$ cat src/rtl/gray_step_monitor.sv
// gray_step_monitor: decodes sampled Gray values and checks each new sample is a single-bit +1 step
module gray_step_monitor #(
   parameter int N     = 4,
   parameter int CNT_W = 8
) (
   input  logic             clk,
   input  logic             reset,
   input  logic [N-1:0]     gray_in,
   input  logic             sample_en,
   input  logic             clear,
   output logic [N-1:0]     bin_out,
   output logic             bin_valid,
   output logic             step_ok,
   output logic             wrap,
   output logic             err_flag,
   output logic [CNT_W-1:0] err_count,
   output logic [1:0]       state_out
);
   localparam logic [1:0] INIT  = 2'b00;
   localparam logic [1:0] TRACK = 2'b01;
   localparam logic [1:0] ERROR = 2'b10;
   logic [1:0]   state;
   logic [N-1:0] prev_gray, prev_bin, bin, next_bin;
   logic         one_bit, no_change, succ;
   assign state_out = state;
   // binary bit i is the XOR of all Gray bits at or above i; classify the step against the reference
   always_comb begin
      bin = '0;
      for (int i = 0; i < N; i++) bin[i] = ^(gray_in >> i);
      next_bin  = prev_bin + 1'b1;
      one_bit   = $onehot(gray_in ^ prev_gray);
      no_change = gray_in == prev_gray;
      succ      = one_bit && bin == next_bin;
   end
   // sampling FSM: INIT/ERROR take an unchecked reference, TRACK checks every new sample
   always_ff @(posedge clk or posedge reset) begin
      if (reset) begin
         state     <= INIT;
         prev_gray <= '0;
         prev_bin  <= '0;
         bin_out   <= '0;
         bin_valid <= 1'b0;
         step_ok   <= 1'b0;
         wrap      <= 1'b0;
         err_flag  <= 1'b0;
         err_count <= '0;
      end else begin
         step_ok <= 1'b0;
         wrap    <= 1'b0;
         if (clear) begin
            err_flag  <= 1'b0;
            err_count <= '0;
            bin_valid <= 1'b0;
            state     <= INIT;
         end else if (state == 2'b11) begin
            state <= INIT;
         end else if (sample_en) begin
            prev_gray <= gray_in;
            prev_bin  <= bin;
            bin_out   <= bin;
            bin_valid <= 1'b1;
            if (state != TRACK) begin
               state <= TRACK;
            end else if (succ) begin
               step_ok <= 1'b1;
               wrap    <= &prev_bin;
            end else if (!no_change) begin
               err_flag  <= 1'b1;
               err_count <= err_count + {{(CNT_W-1){1'b0}}, ~&err_count};
               state     <= ERROR;
            end
         end
      end
   end
endmodule
$ cat config.mk
export PLATFORM = sky130hd
export DESIGN_NAME = gray_step_monitor
export DESIGN_NICKNAME = d
export VERILOG_FILES = /design/src/rtl/gray_step_monitor.sv
export SDC_FILE = /design/constraint.sdc
export NUM_CORES = 1
export LEC_CHECK = 0
export ABC_AREA = 1
export BUFFER_PORTS_ARGS = -buffer_cell sky130_fd_sc_hd__buf_4
export CORE_MARGIN = 3
export CORE_UTILIZATION = 50
export DETAILED_ROUTE_END_ITERATION = 12
export PLACE_DENSITY = 0.72
export SLEW_MARGIN = 20
export SYNTH_ARGS = -nofsm -noshare
export SYNTH_HDL_FRONTEND = slang
export SYNTH_SLANG_ARGS = --single-unit
$ cat constraint.sdc
create_clock -name clk -period 3.3 [get_ports clk]
set_input_delay 0.33 -clock clk [delete_from_list [all_inputs] [get_ports clk]]
set_output_delay 0.33 -clock clk [all_outputs]
set_load 0.03 [all_outputs]
## Yosys cells after proc, flatten, opt, wreduce, memory -nomap -nowiden

Cells that the tools add are included.
W data, S select, Z words.

- Register bits: 22
- Input port bits: 8
- Output and inout bits: 18
- Logic and storage cells: 72

- $add $sub $neg: 5
- Equality and inequality tests: 11
- Multiplexer cells: 31
- Bitwise logic cells: 3
- Reductions and logical operators: 14

Operator list:

| cell | number |
|---|---|
| $mux W8 | 6 |
| $mux W1 | 19 |
| $reduce_xor A4 Y1 | 4 |
| $mux W2 | 6 |
| $add A8 B1 Y8 | 1 |
| $eq A4 B4 Y1 | 2 |
| $ne A2 B2 Y1 const B | 4 |
| $ne A4 B2 Y1 const B | 2 |
| $reduce_and A8 Y1 | 1 |
| $reduce_and A3 Y1 | 2 |
| $reduce_and A5 Y1 | 1 |
| $add A1 B1 Y2 | 2 |
| $add A4 B1 Y4 const B | 1 |
| $reduce_and A4 Y1 | 1 |
| $xor A4 B4 Y4 | 1 |
| $add A2 B2 Y3 | 1 |
| $eq A3 B1 Y1 const B | 1 |
| $reduce_bool A3 Y1 | 1 |
| $eq A2 B2 Y1 const B | 1 |
| $ne A2 B1 Y1 const B | 1 |
| $not A1 Y1 | 2 |
| $reduce_and A2 Y1 | 1 |
| $reduce_bool A2 Y1 | 1 |
| $logic_and A1 B1 Y1 | 1 |
| $logic_not A1 Y1 | 1 |

## Logic depth before layout (Yosys ltp)

- Word-level depth: 10
- Gate-level depth with buffers: 17
- Gate-level depth less buffers: 16

## Worst setup path before layout

No wires, ideal clock.

- Path type: input to register
- Start point: input port gray_in[1]
- End point: register err_count[7]
- Setup time: 0.074 ns
- Arrival: 2.437 ns
- Required time: 3.226 ns
- Setup slack: 0.789 ns
- Stages: 16
- Path buffers: 2
- Path through: buf_4 -> xnor2_1 -> inv_1 -> fa_1 -> ha_1 -> ha_1 -> inv_1 -> nand2_1 -> nor2_1 -> nand3_2 -> nor2_4 -> nand3_4 -> nand2_4 -> buf_12 -> nand2_4 -> o21ai_2

- Longest elaborated chain between the ends: 7
- Elaborated cells on any way between the ends: 12
- Classes of those cells: add/sub: 2; eq/ne: 5; bitwise: 1; reduce/logical: 4

Ends and longest elaborated chain:

| item | RTL line | text |
|---|---|---|
| from (decl) | 8 | `input logic [N-1:0] gray_in,` |
| $xor A4 B4 Y4 | 31 | `one_bit = $onehot(gray_in ^ prev_gray);` |
| $add A1 B1 Y2 (implied by the code) | 31 |  |
| $add A2 B2 Y3 (implied by the code) | 31 |  |
| $eq A3 B1 Y1 | 31 |  |
| $logic_and A1 B1 Y1 | 33 | `succ = one_bit && bin == next_bin;` |
| $ne A2 B2 Y1 (no source line) | n/a |  |
| $reduce_and A5 Y1 (no source line) * | n/a |  |
| to (signal assigned) | 69 | `err_count <= err_count + {{(CNT_W-1){1'b0}}, ~&err_count};` |
| to (decl) | 16 | `output logic [CNT_W-1:0] err_count,` |

Mark *: on every way between the ends. The rest lies on a longest branch, timed or not.
A chain may end at the register's enable or synchronous reset.

## Worst setup path in the final report

- Start point: register prev_gray[3]
- End point: register err_count[1]

- Longest elaborated chain between the ends: 7
- Elaborated cells on any way between the ends: 9
- Classes of those cells: add/sub: 2; eq/ne: 4; bitwise: 1; reduce/logical: 2

Ends and longest elaborated chain:

| item | RTL line | text |
|---|---|---|
| from (decl) | 23 | `logic [N-1:0] prev_gray, prev_bin, bin, next_bin;` |
| from (signal assigned) | 58 | `prev_gray <= gray_in;` |
| $xor A4 B4 Y4 | 31 |  |
| $add A1 B1 Y2 (implied by the code) | 31 |  |
| $add A2 B2 Y3 (implied by the code) | 31 |  |
| $eq A3 B1 Y1 | 31 |  |
| $logic_and A1 B1 Y1 | 33 |  |
| $ne A2 B2 Y1 (no source line) | n/a |  |
| $reduce_and A5 Y1 (no source line) * | n/a |  |

Marks and branches as above.

==> impl_metrics.env <==
export IMPL_outcome="completed"
export IMPL_area_delta_synth_final_pct=13.7
export IMPL_cts_inserted_buffers=3
export IMPL_postCtsResizedCells=0
export IMPL_cp_required_ps=3530
export IMPL_antenna_found_initial=0
export IMPL_worstSkewPairLatency_ps=310
export IMPL_fin_crit_sh_pct=79.3
export IMPL_synth_compound_area_share_pct=9.74
export IMPL_synth_adder_area_share_pct=6.38
export IMPL_die_height_um=60.6
export IMPL_ant_nets=0
export IMPL_drt_iter0_markers=51
export IMPL_met1Wirelength_mm=1.26
export IMPL_syn_avg_cell_area_um2=7.93
export IMPL_wl_met2_mm=1.47
export IMPL_synth_simple_area_share_pct=35.9
export IMPL_p_leak_nw=0.892
export IMPL_ys_ff_latch=21
export IMPL_die_w_um=60.6
export IMPL_cp_start_kind="flop"
export IMPL_diodes=0
export IMPL_nNetsFinal=228
export IMPL_cpPeakStageDelay_ps=450
export IMPL_synthMuxAreaShare_pct=0
export IMPL_final_max_slew_viol_count=0
export IMPL_vias=1262
export IMPL_synthTopCellsByArea="dfrtp_1 (35%), nand2_1 (14%), nand2_2 (5.9%)"
export IMPL_drc=0
export IMPL_overflow=0
export IMPL_worst_pin_slew_ps=784
export IMPL_rsz0062_at_grt="false"
export IMPL_synthTopCellsByCount="nand2_1 (56), dfrtp_1 (21), inv_1 (17)"
export IMPL_htree_num_levels=1
export IMPL_hold_viol=0
export IMPL_wl_met3_um=60
export IMPL_detail_route_wl_per_cell_um=11.6
export IMPL_cts_hold_fix_buffers=0
export IMPL_crit_buf_inv=3
export IMPL_synth_area_mm2=0.00149
export IMPL_slew_headroom_pct=47.7
export IMPL_fmax_mhz=382
export IMPL_synth_ff_type="dfrtp_1"
export IMPL_setup_tns_ps=0
export IMPL_clockBufferDepth=2
export IMPL_viasPerCell=5.19
export IMPL_layout_drive_gt1_share_pct=30.7
export IMPL_crit_start="prev_gray[3]$_DFFE_PP0P_"
export IMPL_grt_pass1_wl_mm=5.00
export IMPL_synth_edf_count=0
export IMPL_synth_top_area_share_pct=35.3
export IMPL_post_cts_setup_buffers=0
export IMPL_slowest_stage="dfrtp_1"
export IMPL_numClockSinks=21
export IMPL_grt_pass1_vias=1207
export IMPL_grtUsageTotal_pct=17.6
export IMPL_dp_hpwl_mm=2.31
export IMPL_hp_class="in2async"
export IMPL_synth_xor_area_share_pct=4.11
export IMPL_grt_start_max_net_pins=22
export IMPL_clock_skew_ps=11.1
export IMPL_synth_top_family_by_area="simple AND/OR/NAND/NOR gates"
export IMPL_async_reset_ff_share_pct=100
export IMPL_path_max_fanout=17
export IMPL_path_delay_family="simple AND/OR/NAND/NOR gates"
export IMPL_power_density_mw_per_mm2=471
export IMPL_start_util_pct=53.1
export IMPL_finalSetupViolations=0
export IMPL_cts_root_buf="clkbuf_4"
export IMPL_tritoncts="yes"
export IMPL_top_layer_used="met4"
export IMPL_period_needed_ps=2620
export IMPL_r2r_start="prev_gray[3]$_DFFE_PP0P_"
export IMPL_firstDrtPassIters=4
export IMPL_synth_area_leader_cell="dfrtp_1"
export IMPL_critPathCaptureType="flop"
export IMPL_yosysUniqueCellTypes=28
export IMPL_gp_congestion=0.804
export IMPL_syn_instance_count=188
export IMPL_fin_area_mm2=0.00169
export IMPL_yosysMostFrequentCell="nand2_1"
export IMPL_row_count=19
export IMPL_clkTransAtPathRegs_ps=120
export IMPL_yosysSeqAreaShare_pct=35.3
export IMPL_path_cells="inv_1, nand2_2, nand2_2, inv_2, fa_1, ha_1, ha_1, inv_1, nand2_1, nor2_1, nand3_2, nor2_4, nand3_4, nand2_4, nand2_1, o21ai_2"
export IMPL_wl_mm=2.82
export IMPL_maxCapViolCount=0
export IMPL_ir_drop_mv=0.239
export IMPL_portBuffers=25
export IMPL_core_area_mm2=0.00281
export IMPL_placed_cell_area_mm2=0.00167
export IMPL_synth_nets=203
export IMPL_io_pins=26
export IMPL_dieArea_mm2=0.00367
export IMPL_synth_warnings=0
export IMPL_arrival_ps=2850
export IMPL_path_class="reg2reg"
## through the flow
step                      util, %  setup WS [ps]  power [mW]  hold WS [ps]  std cells
after CTS                    60.4            658       0.812           187        243
after detailed placement     59.4            626       0.685           473        239
after global routing         60.4            423       0.866           232        243
after floorplan                 -            789       0.598           307        188
final                        60.4            682       0.797           160        243
after global placement       59.4            699       0.672           469        239
## metal layers
metal / up-vias / track usage, %
li1: 641 / -
met1: 594 / 20.9
met2: 23 / 32.7
met3: 4 / 1.28
met4: 0 / 6.50
met5: - / 0
## kinds of logic (layout without fill, tap and decap cells)
| family | Yosys count | after routing |
|---|---|---|
| adder cells (fa/ha/maj) | 7 | 7 |
| flip-flops | 21 | 21 |
| buffers and inverters | 26 | 50 |
| AO/OA/AOI/OAI | 20 | 20 |
| AND/OR/NAND/NOR | 107 | 107 |
| XOR/XNOR | 7 | 7 |
## power by group
group          switching (mW)  internal, mW  leakage [nW]
Combinational           0.218         0.127         0.601
Sequential             0.0412         0.290         0.274
Clock                  0.0761        0.0452        0.0177
Total                   0.335         0.462         0.892
## final cells by class
type,instances,area (um^2)
clock inverters,1,5.00
inverters,21,78.8
repair buffers,25,188
clock buffers,3,22.5
multi-input cells,141,836
flip-flops and latches,21,526
fillers,281,1110
well taps,31,38.8
## cell usage in the layout, fill, tap and decap left out, types with 3 or more instances in the layout
cell      synthesis  routed
inv_2             4       4
o21ai_2           8       8
nand2_2          14      14
ha_1              6       6
inv_1            17      17
nand2_4           4       4
xor2_1            3       3
nand3_1          14      14
dfrtp_1          21      21
xnor2_1           4       4
o21ai_0           8       8
clkbuf_4          0       3
buf_4             2      25
nor2_1            9       9
nand2_1          56      56
## registers in the layout, indices dropped and copies added (netlist names)
register,cells
err_flag,1
prev_gray,4
wrap,1
prev_bin,3
step_ok,1
state_out,2
err_count,8
bin_valid,1
## path summary, 6_finish.rpt
path | depth (start not counted) | slack, ps | end
setup / recovery | 16 | 680 | err_count[1]$_DFFE_PP0P_
hold / removal | 2 | 160 | err_count[5]$_DFFE_PP0P_
max in group asynchronous | 2 | 2650 | err_count[4]$_DFFE_PP0P_
setup reg to reg | 16 | 680 | err_count[1]$_DFFE_PP0P_
min in group clk | 3 | 280 | step_ok$_DFF_PP0_
hold reg to reg | 2 | 500 | bin_valid$_DFFE_PP0P_
No activity file was read; power rests on OpenSTA's default activity.
